### src/rtl/sat_counter.sv
// Up-counter with synchronous clear that sticks at all-ones.
// Used for the word and error tallies of the read checker.
module sat_counter #(
    parameter int W = 16
) (
    input  logic         clk,
    input  logic         reset_n,
    input  logic         clr,
    input  logic         inc,
    output logic [W-1:0] cnt
);

    always_ff @(posedge clk or negedge reset_n) begin
        if (!reset_n) begin
            cnt <= '0;
        end else if (clr) begin
            cnt <= '0;
        end else if (inc && (cnt != '1)) begin
            cnt <= cnt + W'(1);
        end
    end

endmodule

### config.mk
export PLATFORM = sky130hd
export DESIGN_NAME = sat_counter
export DESIGN_NICKNAME = d
export VERILOG_FILES = /design/src/rtl/sat_counter.sv
export SDC_FILE = /design/constraint.sdc
export NUM_CORES = 1
export LEC_CHECK = 0
export ABC_CLOCK_PERIOD_IN_PS = 1580
export CAP_MARGIN = 20
export CELL_PAD_IN_SITES_DETAIL_PLACEMENT = 0
export CELL_PAD_IN_SITES_GLOBAL_PLACEMENT = 2
export CORE_UTILIZATION = 27
export DETAILED_ROUTE_END_ITERATION = 10
export PLACE_DENSITY_LB_ADDON = 0.1
export SYNTH_ARGS = -nofsm -noshare
export SYNTH_HDL_FRONTEND = slang
export SYNTH_SLANG_ARGS = --single-unit
### constraint.sdc
create_clock -name clk -period 1.58 [get_ports clk]
set_input_delay 0.158 -clock clk [delete_from_list [all_inputs] [get_ports clk]]
set_output_delay 0.158 -clock clk [all_outputs]
set_load 0.02 [all_outputs]
== Word level (Yosys, flattened, before mapping) ==
Cells that the tools add are included.
W data, S select, Z words.

* Word-level logic and storage cells: 7
* Bits in registers: 16

* Muxes and demuxes: 2
* Reductions and logical operators: 2
* Eq/ne operators: 1
* Add/sub/neg operators: 1

{| class="wikitable"
|+ Operator list
! operator !! number
|-
| $mux W16 || 2
|-
| $add A16 B1 Y16 const B || 1
|-
| $ne A16 B16 Y1 const B || 1
|-
| $reduce_bool A2 Y1 || 1
|-
| $logic_and A1 B1 Y1 || 1
|}

== Longest topological paths before layout ==
Gate-level depths: netlist of run 1.

* Word-level depth: 4
* Mapped depth: 6
* Mapped depth without buffers: 5

== Worst setup path before layout of run 1 ==
No wires, ideal clock.

* Kind: register -> register
* Start point: reg cnt[0]
* End point: reg cnt[15]
* Data required time: 1.452 ns
* Stages on the path, launching flop included: 6
* Library setup time: 0.128 ns
* Arrival time: 1.756 ns
* Slack: -0.303 ns
* Clock period less this slack: 1.883 ns
* Cell sequence: dfrtp_1 -> ha_1 -> nand4_2 -> nor4_4 -> nor4_1 -> mux2_1

* Word-level cells in the longest chain between the ends: 3

{| class="wikitable"
|+ Ends and longest elaborated chain
! what !! line !! source
|-
| start, declared || 10 || <nowiki>output logic [W-1:0] cnt</nowiki>
|-
| start signal, assigned || 19 || <nowiki>cnt <= cnt + W'(1);</nowiki>
|-
| $add A16 B1 Y16 or $ne A16 B16 Y1 (tied branches) || 19, 18 ||
|-
| $mux W16 or $logic_and A1 B1 Y1 (tied branches) || 18 || <nowiki>end else if (inc && (cnt != '1)) begin</nowiki>
|-
| $mux W16 or $reduce_bool A2 Y1 (tied branches) || -- ||
|}

Parallel ways exist; a longest one is shown, timed or not. The select of a mux whose other input is x is not followed.
A chain may end at the register's enable or synchronous reset.

== Worst setup path after layout of run 1 ==
* Start point: reg cnt[0]
* End point: reg cnt[14]

The elaborated chain is that of the path after synthesis.

==> results of run 1 <==
==> worst max-delay path, delay by kind of cell (launching register included) <==
family,cells,cell delay (ps)
simple gates,2,680
flops,1,420
buf+inv,1,100
fa+ha+maj,1,160
compound gates,2,240
==> cells in the mapped netlist, drive strengths merged <==
library cell	instances
clkbuf	4
nand4	7
and4	2
a211oi	1
dfrtp	16
nor4	5
and3	2
a21oi	11
o211ai	1
nand3b	1
nor2b	4
ha	1
nand3	3
inv	3
or3	3
or4	7
o21ai	4
nor3	1
o31ai	7
nor2	4
buf	1
nand2	6
mux2	4
==> worst max-delay path by stage <==
| stage | start | slack, ps | endpoint |
|---|---|---|---|
| 2_1_floorplan | cnt[14] | -80 | cnt[15] |
| 3_3_place_gp | inc | -140 | cnt[11] |
| 3_5_place_dp | inc | -160 | cnt[9] |
| 4_1_cts | cnt[0] | -70 | cnt[12] |
| 5_1_grt | cnt[0] | -140 | cnt[12] |
| 6_report | cnt[0] | -90 | cnt[14] |
==> routing by layer <==
| metal | track usage [%] | vias up |
|---|---|---|
| li1 | - | 504 |
| met1 | 21.25 | 503 |
| met2 | 27.80 | 15 |
| met3 | 2.101 | 6 |
| met4 | 7.468 | 0 |
| met5 | 0 | - |
==> kinds of logic after synthesis <==
group	Yosys count	share of synthesized area [%]
buffers and inverters	8	3.983
muxes	4	4.781
AOI/OAI and AO/OA	24	16.20
and+or+nand+nor	45	31.21
adders and majority gates	1	1.328
DFF	16	42.50
==> stage by stage <==
step                      cells  area (sq um)  TNS (ps)  utilization [%]
after detailed placement    194          1499     -1155            44.92
after floorplan              98         994.7    -397.0                -
after global placement      194          1499    -973.1            44.92
after CTS                   203          1647    -239.2            49.34
final                       205          1728    -289.9            51.78
after global routing        205          1728    -888.2            51.78
==> cell type report <==
| class | instances | area [sq um] |
|---|---|---|
| fillers | 321 | 1609 |
| flip-flops and latches | 16 | 417.9 |
| well taps | 46 | 57.56 |
| clock buffers | 4 | 36.28 |
| inverters | 3 | 11.26 |
| repair buffers | 62 | 550.5 |
| multi-input cells | 74 | 654.4 |
==> power by group through the flow <==
stage | Clock [mW] | Combinational, mW | Sequential, mW
floorplan | 0 | 0.0246 | 0.432
global placement | 0 | 0.0886 | 0.426
detailed placement | 0 | 0.0896 | 0.426
CTS | 0.298 | 0.0912 | 0.418
global route | 0.314 | 0.103 | 0.419
finish | 0.285 | 0.0931 | 0.418
==> repair_timing <==
action                     CTS  global route
setup buffers                5             2
setup endpoints to repair   21            23
gates resized for setup     25            21
pin swaps                   13             9
==> results_dict.tcl, run 1 <==
set metrics [dict create \
    crit_chain "ha_4, buf_6, and4_4, o211ai_4, or4_4, a21oi_2" \
    p_leak_nw 0.8584 \
    drive_above_1_share_pct 56.60 \
    p_switching_uw 200.8 \
    initial_core_util_pct 28.23 \
    routed_wl_um 2913 \
    track_usage_pct 16.56 \
    io_pins 20 \
    final_hold_viol_count 0 \
    routabilityCongestion 0.7817 \
    antenna_cells 0 \
    clockRootBuffer "clkbuf_4" \
    grt_pass1_vias 960 \
    syn_area_per_cell_sq_um 9.614 \
    cts_hold_buffers 0 \
    dpl.hpwl_um 2037 \
    slew_headroom_pct 79.54 \
    synth_seq_area_share_pct 42.50 \
    crit_type "reg -> reg" \
    end_kind "register" \
    worst_path_largest_cell_delay_ps 430 \
    r2r_cells 6 \
    antenna_found_initial 0 \
    cts_sinks 16 \
    yosys-top-cells-area "dfrtp_1, a21oi_1, o31ai_1" \
    final_max_slew_viol_count 0 \
    grt_max_degree 21 \
    status "finished, violations left" \
    regToRegEndpoint "cnt[14]" \
    combPwrFrac_pct 11.7 \
    via_per_inst 5.015 \
    place_ws_ps -160.2 \
    finalSetupViolCount 6 \
    power_uw 796.4 \
    antenna_left 0 \
    die_h_um 61.07 \
    core_sq_um 3337 \
    rows 21 \
    path_clk_slew_ps 110 \
    rsz0062_at_grt "true" \
    cts_max_level 1 \
    grt_pass1_wl_um 4526 \
    tritoncts "done" \
    wl_per_cell_um 14.21 \
    largest_reg_flops 16 \
    setup_ws_ps -90.45 \
    worstMarginPinSlew_ps 304.2 \
    start_kind "register" \
    dieArea_sq_um 3730 \
    violations "setup timing" \
    irDropWorstVdd_uv 249.1 \
    finalNetCount 165 \
    top_register "cnt" \
    synth_top_cell_by_area "dfrtp_1" \
    path_max_fanout 7 \
    finalHoldWorstSlack_ps 173.6 \
    routed-wl-met3_um 99 \
    hp-class "in -> async" \
    maxCapViolations 0 \
    synth.top_cell.area_share_pct 42.50 \
    seqPwrFrac_pct 52.5 \
    reg.largest.list "cnt (16)" \
    top_layer "met4" \
    insertion_delay_ps 290 \
    internal_power_uw 595.6 \
    clock_power_share_pct 35.8 \
    syn_to_final_growth_pct 83.40 \
    synth-warning-count 0 \
    ys_types 28 \
    cp.arrival_ps 1890 \
    clock_path_buffers 2 \
    port_buffers 19 \
    worstPathRequired_ps 1800 \
    dr.pass1.iters 4 \
    netlist_area_sq_um 942.2 \
    die_x_um 61.07 \
    switching_share_pct 25.22 \
    timing.rr.start "cnt[0]" \
    drtIter0Drc 32 \
    wl_met1_um 1350 \
    reg2reg_slack_ps -90 \
    finClkSkew_ps 7.009 \
    fmax_mhz 598.6 \
    period_needed_ps 1670 \
    netlist_instances 98 \
    synth.net_count 103 \
    layout_commonest_cell "buf_4" \
    synth-seq-cells 16 \
    dr_total_vias 1028 \
    crit_slowest_cell "or4_4" \
    powerDensity_nw_per_um2 460.9 \
    final_cell_mix "buf_4, dfrtp_2, a21oi_2, dlymetal6s2s_1, dlygate4sd2_1" \
    fin_crit_sh_pct 105.7 \
    cts_made_buffers 3 \
    drc_errors 0 \
    grt_overflow 0 \
    wl_met2_um 1419 \
]
No activity file was read; power rests on OpenSTA's default activity.
==> run 2: changes to the inputs <==
==> constraint.sdc (replaced) <==
create_clock -name clk -period 1.58 [get_ports clk]
set_input_delay 0.158 -clock clk [delete_from_list [all_inputs] [get_ports clk]]
set_output_delay 0.158 -clock clk [all_outputs]
set_load 0.005 [all_outputs]
==> results_dict.tcl, run 2 (synthesis results as in run 1) <==
set metrics [dict create \
    p_leak_nw 0.6709 \
    setup_tns_ps -728.5 \
    io_pins 20 \
    fmax_mhz 594.9 \
    wl_per_cell_um 13.99 \
    setup_ws_ps -100.9 \
    grt_overflow 0 \
    via_per_inst 5.051 \
    dr_total_vias 990 \
    largest_reg_flops 16 \
    routabilityCongestion 0.7893 \
    track_usage_pct 16.70 \
    period_needed_ps 1681 \
    clockRootBuffer "clkbuf_4" \
    top_register "cnt" \
    path_max_fanout 5 \
    final_cell_area_sq_um 1518 \
    fin_crit_sh_pct 106.4 \
    antenna_left 0 \
    slew_headroom_pct 78.11 \
    maxCapViolations 0 \
    worstPathRequired_ps 1750 \
    antenna_found_initial 0 \
    powerDensity_nw_per_um2 476.0 \
    reg.largest.list "cnt (16)" \
    die_h_um 61.07 \
    cts_max_level 1 \
    worstMarginPinSlew_ps 325.9 \
    violations "setup timing" \
    drive_above_1_share_pct 34.67 \
    end_kind "register" \
    drtIter0Drc 28 \
    final_cell_mix "buf_4, clkdlybuf4s50_1, dfrtp_1, a21oi_1" \
    dr.pass1.iters 4 \
    reg2reg_slack_ps -100 \
    cts_hold_buffers 0 \
    cts_made_buffers 3 \
    cp.arrival_ps 1850 \
    final_max_slew_viol_count 0 \
    dpl.hpwl_um 1935 \
    grt_max_degree 21 \
    antenna_cells 0 \
    grt_pass1_wl_um 4485 \
    crit_type "reg -> reg" \
    die_x_um 61.07 \
    r2r_cells 4 \
    hp-class "in -> async" \
    dieArea_sq_um 3730 \
    drc_errors 0 \
    grt_pass1_vias 962 \
    crit_chain "and4_2, nand4_1, nor4_1, mux2_1" \
    rsz0062_at_grt "true" \
    port_buffers 19 \
    routed_wl_um 2742 \
    core_sq_um 3337 \
    layout_commonest_cell "buf_4" \
    status "finished, violations left" \
    clock_path_buffers 2 \
    final_hold_viol_count 0 \
    dpl_cell_area_sq_um 1426 \
    finClkSkew_ps 7.459 \
    irDropWorstVdd_uv 214.5 \
    start_kind "register" \
    cts_sinks 16 \
    timing.rr.start "cnt[0]" \
    rows 21 \
    crit_slowest_cell "dfrtp_1" \
    syn_to_final_growth_pct 61.09 \
    path_clk_slew_ps 100 \
    tritoncts "done" \
    finalNetCount 157 \
    insertion_delay_ps 290 \
    regToRegEndpoint "cnt[11]" \
    initial_core_util_pct 28.23 \
    worst_path_largest_cell_delay_ps 390 \
    finalSetupViolCount 13 \
]
[run 2: cell types whose count changed in the layout (fill, tap and decap cells not counted), sizes merged]
cell	change
dlymetal6s2s	-6
buf	-8
clkbuf	-1
dlygate4sd2	-8
clkdlybuf4s50	+14
[run 2: cell type report]
type | instances | area (sq um)
Clock buffer | 3 | 22.52
Fill cell | 359 | 1819
Inverter | 3 | 11.26
Multi-Input combinational cell | 74 | 535.5
Sequential cell | 16 | 400.4
Tap cell | 46 | 57.56
Timing Repair Buffer | 54 | 490.5
[run 2: through the flow]
| stage | std cells | utilization, % | setup WS, ps | total power [mW] | hold slack [ps] |
|---|---|---|---|---|---|
| 4_1_cts | 193 | 44.02 | -111.4 | 0.7338 | 192.1 |
| 3_5_place_dp | 188 | 42.74 | -204.9 | 0.5095 | 506.7 |
| 2_1_floorplan | 98 | - | -25.22 | 0.4492 | -137.6 |
| 3_3_place_gp | 188 | 42.74 | -205.5 | 0.5091 | 507.7 |
| 5_1_grt | 196 | 45.48 | -182.1 | 0.7560 | 202.1 |
| 6_report | 196 | 45.48 | -100.9 | 0.7224 | 190.2 |
[run 2: how the worst max path moves through the flow]
stage / from / endpoint / slack (ps) / cells after the start
2_1_floorplan: cnt[14] / cnt[15] / -30 / 4
3_3_place_gp: inc / cnt[9] / -210 / 5
3_5_place_dp: inc / cnt[9] / -200 / 5
4_1_cts: cnt[0] / cnt[9] / -110 / 4
5_1_grt: cnt[0] / cnt[13] / -180 / 4
6_report: cnt[0] / cnt[11] / -100 / 4
[run 2: critical path, delay by kind of cell (launching register included)]
family / cells / cell delay (ps)
and+or+nand+nor: 3 / 820
muxes: 1 / 350
DFF: 1 / 390
[run 2: layer usage]
metal | track usage [%] | vias to the layer above | routed length (um) | part of all wire [%]
met3 | 4.202 | 2 | 68 | 2.5
li1 | - | 487 | - | -
met4 | 4.545 | 0 | 15 | 0.55
met5 | 0 | - | 0 | 0
met2 | 26.71 | 13 | 1285 | 47
met1 | 22.53 | 488 | 1372 | 50
[run 2: report_power, final]
part	internal [mW]	total (mW)	switching (mW)	leakage [nW]
clock network	0.0886	0.217	0.128	0.0138
registers	0.413	0.416	0.00311	0.222
logic	0.0463	0.0894	0.0432	0.435
[run 2: repair_timing]
| action | 4_1_cts | 5_1_grt |
|---|---|---|
| setup buffers | 1 | 3 |
| endpoints found under the setup margin | 15 | 18 |
| gates cloned | 1 | 0 |
| pin swaps | 2 | 1 |
| gates resized for setup | 2 | 7 |
